## src/rtl/lc3b_types.sv

```systemverilog
// LC-3b shared datapath types.
// Register specifiers used by hazard logic.
package lc3b_types;
  typedef logic [2:0] lc3b_reg;
endpackage

```

## src/rtl/pipeline_ctrl_pkg.sv

```systemverilog
// Pipeline controller shared definitions.
// FSM encoding and counter defaults.
package pipeline_ctrl_pkg;
  localparam int CNT_W_DEF = 16;

  typedef enum logic [1:0] {
    RUN,
    HOLD_I,
    HOLD_D
  } lc3b_pipe_state;
endpackage

```

## src/rtl/pipeline_ctrl_if.sv

```systemverilog
// Memory handshake bundle between the
// datapath/memories and the controller.
interface pipeline_ctrl_if;
  logic imem_read;
  logic imem_resp;
  logic dmem_req;
  logic dmem_resp;
  logic imem_mask;
  logic dmem_mask;
  logic ibuf_load;
  logic dbuf_load;
  logic ibuf_sel;
  logic dbuf_sel;

  modport master (
    output imem_read, imem_resp,
    output dmem_req, dmem_resp,
    input  imem_mask, dmem_mask,
    input  ibuf_load, dbuf_load,
    input  ibuf_sel, dbuf_sel
  );

  modport slave (
    input  imem_read, imem_resp,
    input  dmem_req, dmem_resp,
    output imem_mask, dmem_mask,
    output ibuf_load, dbuf_load,
    output ibuf_sel, dbuf_sel
  );
endinterface

```

## src/rtl/pipeline_ctrl_load_use_detect.sv

```systemverilog
// Load-use hazard compare between the load
// in EX and the source operands in ID.
module load_use_detect
  import lc3b_types::*;
(
  input  logic    ex_mem_read,
  input  lc3b_reg ex_dr,
  input  lc3b_reg id_sr1,
  input  lc3b_reg id_sr2,
  input  logic    id_uses_sr1,
  input  logic    id_uses_sr2,
  output logic    load_use
);
  logic hit1;
  logic hit2;

  // A used source matching the load target needs the loaded value
  always_comb begin
    hit1 = id_uses_sr1 & (id_sr1 == ex_dr);
    hit2 = id_uses_sr2 & (id_sr2 == ex_dr);
    load_use = ex_mem_read & (hit1 | hit2);
  end
endmodule

```

## src/rtl/pipeline_ctrl.sv

```systemverilog
// Stall/flush sequencer for the five-stage
// LC-3b pipeline with split-response holding.
module pipeline_ctrl
  import pipeline_ctrl_pkg::*;
  import lc3b_types::*;
#(
  parameter int CNT_W = CNT_W_DEF
) (
  input  logic             clk,
  input  logic             reset,
  pipeline_ctrl_if.slave   mem,
  input  logic             ex_mem_read,
  input  lc3b_reg          ex_dr,
  input  lc3b_reg          id_sr1,
  input  lc3b_reg          id_sr2,
  input  logic             id_uses_sr1,
  input  logic             id_uses_sr2,
  input  logic             br_taken,
  input  logic             stat_clear,
  output logic             load_pc,
  output logic             load_if_id,
  output logic             load_id_ex,
  output logic             load_ex_mem,
  output logic             load_mem_wb,
  output logic             if_id_reset,
  output logic             id_reset,
  output logic             ex_reset,
  output logic [CNT_W-1:0] stall_count,
  output logic [CNT_W-1:0] flush_count
);
  lc3b_pipe_state state_q, state_d;
  logic [CNT_W-1:0] stall_q, stall_d;
  logic [CNT_W-1:0] flush_q, flush_d;

  logic load_use;
  logic i_ok, d_ok, advance;
  logic stall_inc, flush_inc;
  logic imask, dmask, iload, dload, isel, dsel;

  load_use_detect u_lud (
    .ex_mem_read (ex_mem_read),
    .ex_dr       (ex_dr),
    .id_sr1      (id_sr1),
    .id_sr2      (id_sr2),
    .id_uses_sr1 (id_uses_sr1),
    .id_uses_sr2 (id_uses_sr2),
    .load_use    (load_use)
  );

  // A side is satisfied when idle, answered now, or already held
  always_comb begin
    i_ok = ~mem.imem_read | mem.imem_resp
         | (state_q == HOLD_I);
    d_ok = ~mem.dmem_req | mem.dmem_resp
         | (state_q == HOLD_D);
    advance = i_ok & d_ok;
  end

  // Next state plus stage loads, flushes and buffer control
  always_comb begin
    state_d     = state_q;
    load_pc     = 1'b0;
    load_if_id  = 1'b0;
    load_id_ex  = 1'b0;
    load_ex_mem = 1'b0;
    load_mem_wb = 1'b0;
    if_id_reset = 1'b0;
    id_reset    = 1'b0;
    ex_reset    = 1'b0;
    imask       = 1'b0;
    dmask       = 1'b0;
    iload       = 1'b0;
    dload       = 1'b0;
    isel        = 1'b0;
    dsel        = 1'b0;
    stall_inc   = 1'b0;
    flush_inc   = 1'b0;

    unique case (state_q)
      RUN: begin
        if (!advance) begin
          if (mem.imem_resp) begin
            iload   = 1'b1;
            state_d = HOLD_I;
          end else if (mem.dmem_resp) begin
            dload   = 1'b1;
            state_d = HOLD_D;
          end
        end
      end
      HOLD_I: begin
        imask = 1'b1;
        isel  = 1'b1;
        if (advance) state_d = RUN;
      end
      HOLD_D: begin
        dmask = 1'b1;
        dsel  = 1'b1;
        if (advance) state_d = RUN;
      end
      default: state_d = RUN;
    endcase

    if (advance) begin
      load_pc     = 1'b1;
      load_if_id  = 1'b1;
      load_id_ex  = 1'b1;
      load_ex_mem = 1'b1;
      load_mem_wb = 1'b1;
      if (br_taken) begin
        if_id_reset = 1'b1;
        id_reset    = 1'b1;
        ex_reset    = 1'b1;
        flush_inc   = 1'b1;
      end else if (load_use) begin
        load_pc    = 1'b0;
        load_if_id = 1'b0;
        id_reset   = 1'b1;
        stall_inc  = 1'b1;
      end
    end else begin
      stall_inc = 1'b1;
    end

    if (reset) begin
      state_d     = RUN;
      load_pc     = 1'b0;
      load_if_id  = 1'b0;
      load_id_ex  = 1'b0;
      load_ex_mem = 1'b0;
      load_mem_wb = 1'b0;
      if_id_reset = 1'b0;
      id_reset    = 1'b0;
      ex_reset    = 1'b0;
      imask       = 1'b0;
      dmask       = 1'b0;
      iload       = 1'b0;
      dload       = 1'b0;
      isel        = 1'b0;
      dsel        = 1'b0;
      stall_inc   = 1'b0;
      flush_inc   = 1'b0;
    end
  end

  assign mem.imem_mask = imask;
  assign mem.dmem_mask = dmask;
  assign mem.ibuf_load = iload;
  assign mem.dbuf_load = dload;
  assign mem.ibuf_sel  = isel;
  assign mem.dbuf_sel  = dsel;

  // Saturating statistics; clear wins over increment
  always_comb begin
    stall_d = stall_q;
    flush_d = flush_q;
    if (stat_clear) begin
      stall_d = '0;
      flush_d = '0;
    end else begin
      if (stall_inc && stall_q != '1)
        stall_d = stall_q + CNT_W'(1);
      if (flush_inc && flush_q != '1)
        flush_d = flush_q + CNT_W'(1);
    end
  end

  // State and counter registers
  always_ff @(posedge clk or posedge reset) begin
    if (reset) begin
      state_q <= RUN;
      stall_q <= '0;
      flush_q <= '0;
    end else begin
      state_q <= state_d;
      stall_q <= stall_d;
      flush_q <= flush_d;
    end
  end

  assign stall_count = stall_q;
  assign flush_count = flush_q;
endmodule

```

## src/flat_wrapper.sv

```systemverilog
// flat-port wrapper written by rule: the top's interface ports become plain ports
module pipeline_ctrl_flat import pipeline_ctrl_pkg::*; import lc3b_types::*;
#(
  parameter int CNT_W = CNT_W_DEF
)
  (clk, reset, ex_mem_read, ex_dr, id_sr1, id_sr2, id_uses_sr1, id_uses_sr2, br_taken, stat_clear, load_pc, load_if_id, load_id_ex, load_ex_mem, load_mem_wb, if_id_reset, id_reset, ex_reset, stall_count, flush_count, mem_imem_read, mem_imem_resp, mem_dmem_req, mem_dmem_resp, mem_imem_mask, mem_dmem_mask, mem_ibuf_load, mem_dbuf_load, mem_ibuf_sel, mem_dbuf_sel);
  pipeline_ctrl_if mem_i ();
  input  logic clk;
  input  logic reset;
  input  logic ex_mem_read;
  input  lc3b_reg ex_dr;
  input  lc3b_reg id_sr1;
  input  lc3b_reg id_sr2;
  input  logic id_uses_sr1;
  input  logic id_uses_sr2;
  input  logic br_taken;
  input  logic stat_clear;
  output logic load_pc;
  output logic load_if_id;
  output logic load_id_ex;
  output logic load_ex_mem;
  output logic load_mem_wb;
  output logic if_id_reset;
  output logic id_reset;
  output logic ex_reset;
  output logic [CNT_W-1:0] stall_count;
  output logic [CNT_W-1:0] flush_count;
  input wire logic [$bits(mem_i.imem_read)-1:0] mem_imem_read;
  input wire logic [$bits(mem_i.imem_resp)-1:0] mem_imem_resp;
  input wire logic [$bits(mem_i.dmem_req)-1:0] mem_dmem_req;
  input wire logic [$bits(mem_i.dmem_resp)-1:0] mem_dmem_resp;
  output wire logic [$bits(mem_i.imem_mask)-1:0] mem_imem_mask;
  output wire logic [$bits(mem_i.dmem_mask)-1:0] mem_dmem_mask;
  output wire logic [$bits(mem_i.ibuf_load)-1:0] mem_ibuf_load;
  output wire logic [$bits(mem_i.dbuf_load)-1:0] mem_dbuf_load;
  output wire logic [$bits(mem_i.ibuf_sel)-1:0] mem_ibuf_sel;
  output wire logic [$bits(mem_i.dbuf_sel)-1:0] mem_dbuf_sel;
  assign mem_i.imem_read = mem_imem_read;
  assign mem_i.imem_resp = mem_imem_resp;
  assign mem_i.dmem_req = mem_dmem_req;
  assign mem_i.dmem_resp = mem_dmem_resp;
  assign mem_imem_mask = mem_i.imem_mask;
  assign mem_dmem_mask = mem_i.dmem_mask;
  assign mem_ibuf_load = mem_i.ibuf_load;
  assign mem_dbuf_load = mem_i.dbuf_load;
  assign mem_ibuf_sel = mem_i.ibuf_sel;
  assign mem_dbuf_sel = mem_i.dbuf_sel;
  pipeline_ctrl #(.CNT_W(CNT_W)) u_core (.clk(clk), .reset(reset), .mem(mem_i), .ex_mem_read(ex_mem_read), .ex_dr(ex_dr), .id_sr1(id_sr1), .id_sr2(id_sr2), .id_uses_sr1(id_uses_sr1), .id_uses_sr2(id_uses_sr2), .br_taken(br_taken), .stat_clear(stat_clear), .load_pc(load_pc), .load_if_id(load_if_id), .load_id_ex(load_id_ex), .load_ex_mem(load_ex_mem), .load_mem_wb(load_mem_wb), .if_id_reset(if_id_reset), .id_reset(id_reset), .ex_reset(ex_reset), .stall_count(stall_count), .flush_count(flush_count));
endmodule
```

## config.mk

```make
export PLATFORM = sky130hd
export DESIGN_NAME = pipeline_ctrl_flat
export DESIGN_NICKNAME = d
export VERILOG_FILES = /design/src/rtl/lc3b_types.sv /design/src/rtl/pipeline_ctrl_pkg.sv /design/src/rtl/pipeline_ctrl_if.sv /design/src/rtl/pipeline_ctrl_load_use_detect.sv /design/src/rtl/pipeline_ctrl.sv /design/src/flat_wrapper.sv
export SDC_FILE = /design/constraint.sdc
export NUM_CORES = 1
export LEC_CHECK = 0
export CAP_MARGIN = 40
export CORE_UTILIZATION = 29
export DETAILED_ROUTE_END_ITERATION = 6
export PLACE_DENSITY = 0.64
export SETUP_SLACK_MARGIN = 0.15
export SLEW_MARGIN = 20
export SYNTH_ARGS = -nofsm -noshare
export SYNTH_HDL_FRONTEND = slang
export SYNTH_SLANG_ARGS = --single-unit
export TNS_END_PERCENT = 30
```

## constraint.sdc

```tcl
create_clock -name clk -period 5.8 [get_ports clk]
set_clock_uncertainty 0.05 [all_clocks]
set_input_delay 1.74 -clock clk [delete_from_list [all_inputs] [get_ports clk]]
set_output_delay 1.74 -clock clk [all_outputs]
set_load 0.03 [all_outputs]
```

# Yosys cells after proc, flatten, opt, wreduce, memory -nomap -nowiden

Cells that the tools add are included.

Eq/ne operators: 9
Reductions and logical operators: 7
Mux-type cells: 39
Bitwise logic cells: 11
Add/sub/neg operators: 2

Operator list:

| kind                                           | number |
|---|---|
| two-way mux 16 bit                             | 4 |
| adder 16 x 1 -> 16 bit (second input constant) | 2 |
| != test 16 bit (second input constant)         | 2 |
| two-way mux 1 bit                              | 29 |
| two-way mux 2 bit                              | 5 |
| == test 3 bit                                  | 2 |
| bitwise OR 1 bit                               | 5 |
| bitwise AND 1 bit                              | 4 |
| != test 4 bit (second input constant)          | 1 |
| one-hot mux 2 bit (2 select lines)             | 1 |
| nonzero test 2 bit                             | 2 |
| != test 3 x 1 -> 1 bit (second input constant) | 1 |
| != test 3 bit (second input constant)          | 1 |
| AND reduction 3 bit                            | 1 |
| == test 2 x 1 -> 1 bit (second input constant) | 1 |
| == test 2 bit (second input constant)          | 1 |
| logical AND 1 bit                              | 2 |
| logical NOT 2 bit                              | 1 |
| inverter 1 bit                                 | 2 |
| OR reduction 2 bit                             | 1 |

Word-level logic and storage cells: 71
Output and inout bits: 46
Bits of input ports: 20
Flip-flop bits (word level): 34

# Depth between registers and ports, before layout

Depth after elaboration: 11
Depth in mapped cells: 8
Mapped depth without buffers: 8

# By module

From an unflattened synthesis, not the netlist that was laid out.

Cells, all modules: 257
Area, all modules: 2,327.2 um2

Modules (own cells, without submodules):

| module          | instances | seq. area each (um2) | area an instance (um2) | cells each |
|---|---|---|---|---|
| pipeline_ctrl   | 1         | 850.8                | 2,254.7                | 248 |
| load_use_detect | 1         | 0.0                  | 72.6                   | 9 |

# Worst setup path before layout

No wires, ideal clock.

Kind: input port to output port
Start point: input port reset
End point: output port if_id_reset
Required time: 4.010 ns
Path buffers: 2
Arrival: 3.560 ns
Path slack: 0.450 ns
Cell stages on the path: 5
Cell sequence: buf_2 -> inv_1 -> nand4_4 -> inv_2 -> buf_4

Cells in the longest elaborated chain, start to end: 1

Ends and longest elaborated chain:

| element           | line               | source |
|---|---|---|
| from (decl)       | flat_wrapper.sv:9  | `input logic reset;` |
| two-way mux 1 bit | --                 |  |
| to (decl)         | flat_wrapper.sv:23 | `output logic if_id_reset;` |

No other way between the ends.

# Worst setup path in the final report

Start point: input port mem_dmem_resp
End point: output port load_ex_mem

Cells in the longest elaborated chain, start to end: 5

Ends and longest elaborated chain:

| element           | line                 | source |
|---|---|---|
| from (decl)       | flat_wrapper.sv:31   | `input wire logic [$bits(mem_i.dmem_resp)-1:0] mem_dmem_resp;` |
| bitwise OR 1 bit  | pipeline_ctrl.sv:54  | `d_ok = ~mem.dmem_req \| mem.dmem_resp` |
| bitwise OR 1 bit  | pipeline_ctrl.sv:55  | `\| (state_q == HOLD_D);` |
| bitwise AND 1 bit | pipeline_ctrl.sv:56  | `advance = i_ok & d_ok;` |
| two-way mux 1 bit | pipeline_ctrl.sv:104 | `if (advance) begin` |
| two-way mux 1 bit | pipeline_ctrl.sv:125 | `if (reset) begin` |
| to (decl)         | flat_wrapper.sv:21   | `output logic load_ex_mem;` |

No other way between the ends.

==> flow_metrics.py <==
metrics = {
    "routing": {
        "routed_wl_um": 5680,
        "drt_iter0_markers": 51,
        "wl_met1_um": 2730,
        "viasPerCell": 4.92,
        "highest_layer": "met4",
        "routed-via-count": 2093,
        "wl_per_cell_um": 13.4,
        "route.met2.wl_um": 2600,
        "drc": 0,
        "final_antenna_net_count": 0,
        "dr.pass1.iters": 4,
        "dr_wl_met3_um": 252,
    },
    "clock_tree": {
        "clockBufferDepth": 2,
        "hold_buffers": 0,
        "clk_latency_ps": 280,
        "cts_inserted_buffers": 5,
        "clkSlewWorstSetupHoldPaths_ps": 70,
        "root_buffer": "clkbuf_8",
        "cts_tree": "yes",
        "post_cts_buffers": 0,
        "cts_sinks": 34,
        "h-tree-depth": 2,
    },
    "logic_synthesis": {
        "synthMuxAreaShare_pct": 6.88,
        "yosys_warnings": 0,
        "synthArstFlopShare_pct": 100,
        "synthAdderAreaFrac_pct": 2.57,
        "synth_edf_count": 0,
        "syn_area_per_cell_sq_um": 9.37,
        "synth_simple_gate_area_share_pct": 25.4,
        "synth_xor_area_share_pct": 5.75,
        "syn_inst": 260,
        "ys_seq_area_share_pct": 34.9,
        "synth_compound_area_share_pct": 18.1,
        "syn_area_sq_mm": 0.00244,
        "synth_flop_cell": "dfrtp_1",
        "synthDistinctLibCells": 48,
        "synth_top_family_by_area": "simple AND/OR/NAND/NOR gates",
        "synth.ff_latch_count": 34,
        "mappedNetlistNets": 285,
    },
    "power_and_ir_drop": {
        "power_switching_uw": 192,
        "power_frac_seq_pct": 41.9,
        "p_clk_share_pct": 30.8,
        "power_density_mw_per_mm2": 186,
        "leakage_nw": 1.26,
        "power_uw": 598,
        "intPower_uw": 405,
        "p_comb_share_pct": 27.4,
        "swShare_pct": 32.2,
        "ir_worst_vdd_mv": 0.0829,
    },
    "layout": {
        "final_common_cell": "clkdlybuf4s50_1",
        "stdcell_area_sq_mm": 0.00321,
        "seqCellArea_sq_um": 851,
        "layout_common_cells": "61 x clkdlybuf4s50_1, 36 x nor2_1, 34 x dfrtp_1, 17 x nor2b_1, 15 x nand3_1",
        "synthToLayoutAreaGrowth_pct": 31.9,
        "finish.utilization_pct": 39.3,
        "instances_no_fill": 425,
        "drive_above_1_share_pct": 12.8,
        "multi_input_area_sq_mm": 0.00143,
        "diodes": 0,
        "n_fill_cell": 820,
        "nets": 344,
    },
    "timing": {
        "fin_tns_setup_ps": 0,
        "hold_violations": 0,
        "finalSetupViolations": 0,
        "postLayoutSetupSlackWorst_ps": 232,
        "fmax_ghz": 0.180,
        "slew_headroom_pct": 47.2,
        "grt_setup_unrepaired": "true",
        "min_period_ps": 5570,
        "tightest_slew_ps": 790,
        "period_share_pct": 96.0,
        "holdWs_ps": 515,
        "report.final.slew_viol_count": 0,
    },
    "setup_path": {
        "crit_fanout": 6,
        "start_kind": "input pin",
        "crit_required_ps": 4010,
        "path_class": "in -> out",
        "worstPathArrival_ps": 3780,
        "endpoint_kind": "primary output",
    },
    "placement": {
        "gp_congestion": 0.871,
        "portBuffers": 65,
        "place_ws_ps": 107,
        "hpwl_um": 4210,
        "dpl_cell_area_sq_mm": 0.00312,
        "dp_cells": 417,
    },
    "global_routing": {
        "grtUsageTotal_pct": 13.6,
        "grt_pass1_wl_um": 9310,
        "grt_max_degree": 36,
        "antenna_found_initial": 0,
        "overflow": 0,
        "grt_pass1_vias": 1899,
    },
    "floorplanning": {
        "rows": 33,
        "die_y_um": 93.7,
        "core-area_sq_mm": 0.00818,
        "die_area_sq_mm": 0.00877,
        "start_util_pct": 29.8,
        "ioPinCount": 66,
        "die_w_um": 93.7,
    },
    "min_path": {
        "hold_class": "reg -> reg",
    },
    "run_status": {
        "status": "complete, no violations",
    },
    "flow_run": {
        "cap_violations": 0,
    },
}
cell type report:
class	count	area share, %
Clock buffer	7	2.69
Tap cell	105	4.09
Sequential cell	34	26.5
Inverter	9	1.05
Timing Repair Buffer	69	21.1
Multi-Input combinational cell	200	44.5
Clock inverter	1	0.156
state kept, by name (all words and copies together) (netlist names):
| register | flops |
|---|---|
| u_core.flush_count | 16 |
| u_core.stall_count | 16 |
| u_core.state_q | 2 |
cells by family (layout without fill, tap and decap cells):
kind of cell	count (synthesis)	in the layout
xor gates and xnor gates	16	16
adders and majority gates	5	5
DFF	34	34
buffers and inverters	26	86
AOI/OAI and AO/OA	51	51
muxes	15	15
and+or+nand+nor	113	113
power groups by stage:
stage          sequential (mW)  combinational [mW]  clock (mW)
6_report                 0.250               0.163       0.184
5_1_grt                  0.251               0.176       0.199
4_1_cts                  0.250               0.165       0.191
3_5_place_dp             0.255               0.164           0
3_3_place_gp             0.255               0.163           0
2_1_floorplan            0.258               0.106           0
cell usage after synthesis (2+ instances only):
library cell   n  area share, %
o21ai_0        5            1.0
a41o_1         2           0.82
buf_4          7            2.2
a21oi_2        7            2.5
buf_6          4            1.8
nand4_1        8            2.1
nor3b_1        2           0.62
and4_4         2           0.92
nand3_1       15            3.1
xor2_1         4            1.4
mux2_1         7            3.2
or3b_2         2           0.72
ha_1           5            2.6
xnor2_1       12            4.3
or3_1          3           0.77
dfrtp_1       34             35
a2111oi_4      3            3.4
and3_1         4            1.0
nor2b_1       17            4.4
clkbuf_1       5           0.77
and2_1         5            1.3
a211o_1        2           0.72
and4_1         3            1.1
a211oi_1       4            1.2
a21oi_1       12            2.5
o211ai_1       4            1.2
mux2_2         7            3.2
a21o_1         3           0.92
nor2_1        36            5.5
nand2_1       11            1.7
inv_1          8            1.2
layer usage:
layer / vias up / track usage (%)
met4: 0 / 6.28
li1: 1040 / -
met1: 990 / 18.7
met2: 55 / 20.3
met3: 8 / 2.75
met5: - / 0
timing repair:
action                                  4_1_cts  5_1_grt
endpoints found under the setup margin        2        5
hold endpoints to repair                      0        0
resized for setup                             1        1
worst max-delay path, stage by stage:
cell and delay (ps):
clkdlybuf4s50_1 540, nor3b_1 90, nor2_1 250, inv_1 160
nor2_1 170, buf_4 160, clkdlybuf4s50_1 670
path summary, 6_finish.rpt:
check                                                  startpoint                                  to  slack [ps]  depth (start not counted)
worst max register to register  u_core.stall_count[0]$_DFFE_PP0P_  u_core.stall_count[12]$_DFFE_PP0P_        3330                          6
worst min register to register      u_core.state_q[0]$_DFFE_PP0P_       u_core.state_q[0]$_DFFE_PP0P_         510                          2
min in group asynchronous                                   reset   u_core.flush_count[8]$_DFFE_PP0P_        2170                          3
worst min-delay path                u_core.state_q[0]$_DFFE_PP0P_       u_core.state_q[0]$_DFFE_PP0P_         510                          2
max in group asynchronous                                   reset   u_core.flush_count[0]$_DFFE_PP0P_        3210                          3
worst max-delay path                                mem_dmem_resp                         load_ex_mem         230                          7
Note: power is estimated with default switching activity, not from simulation.
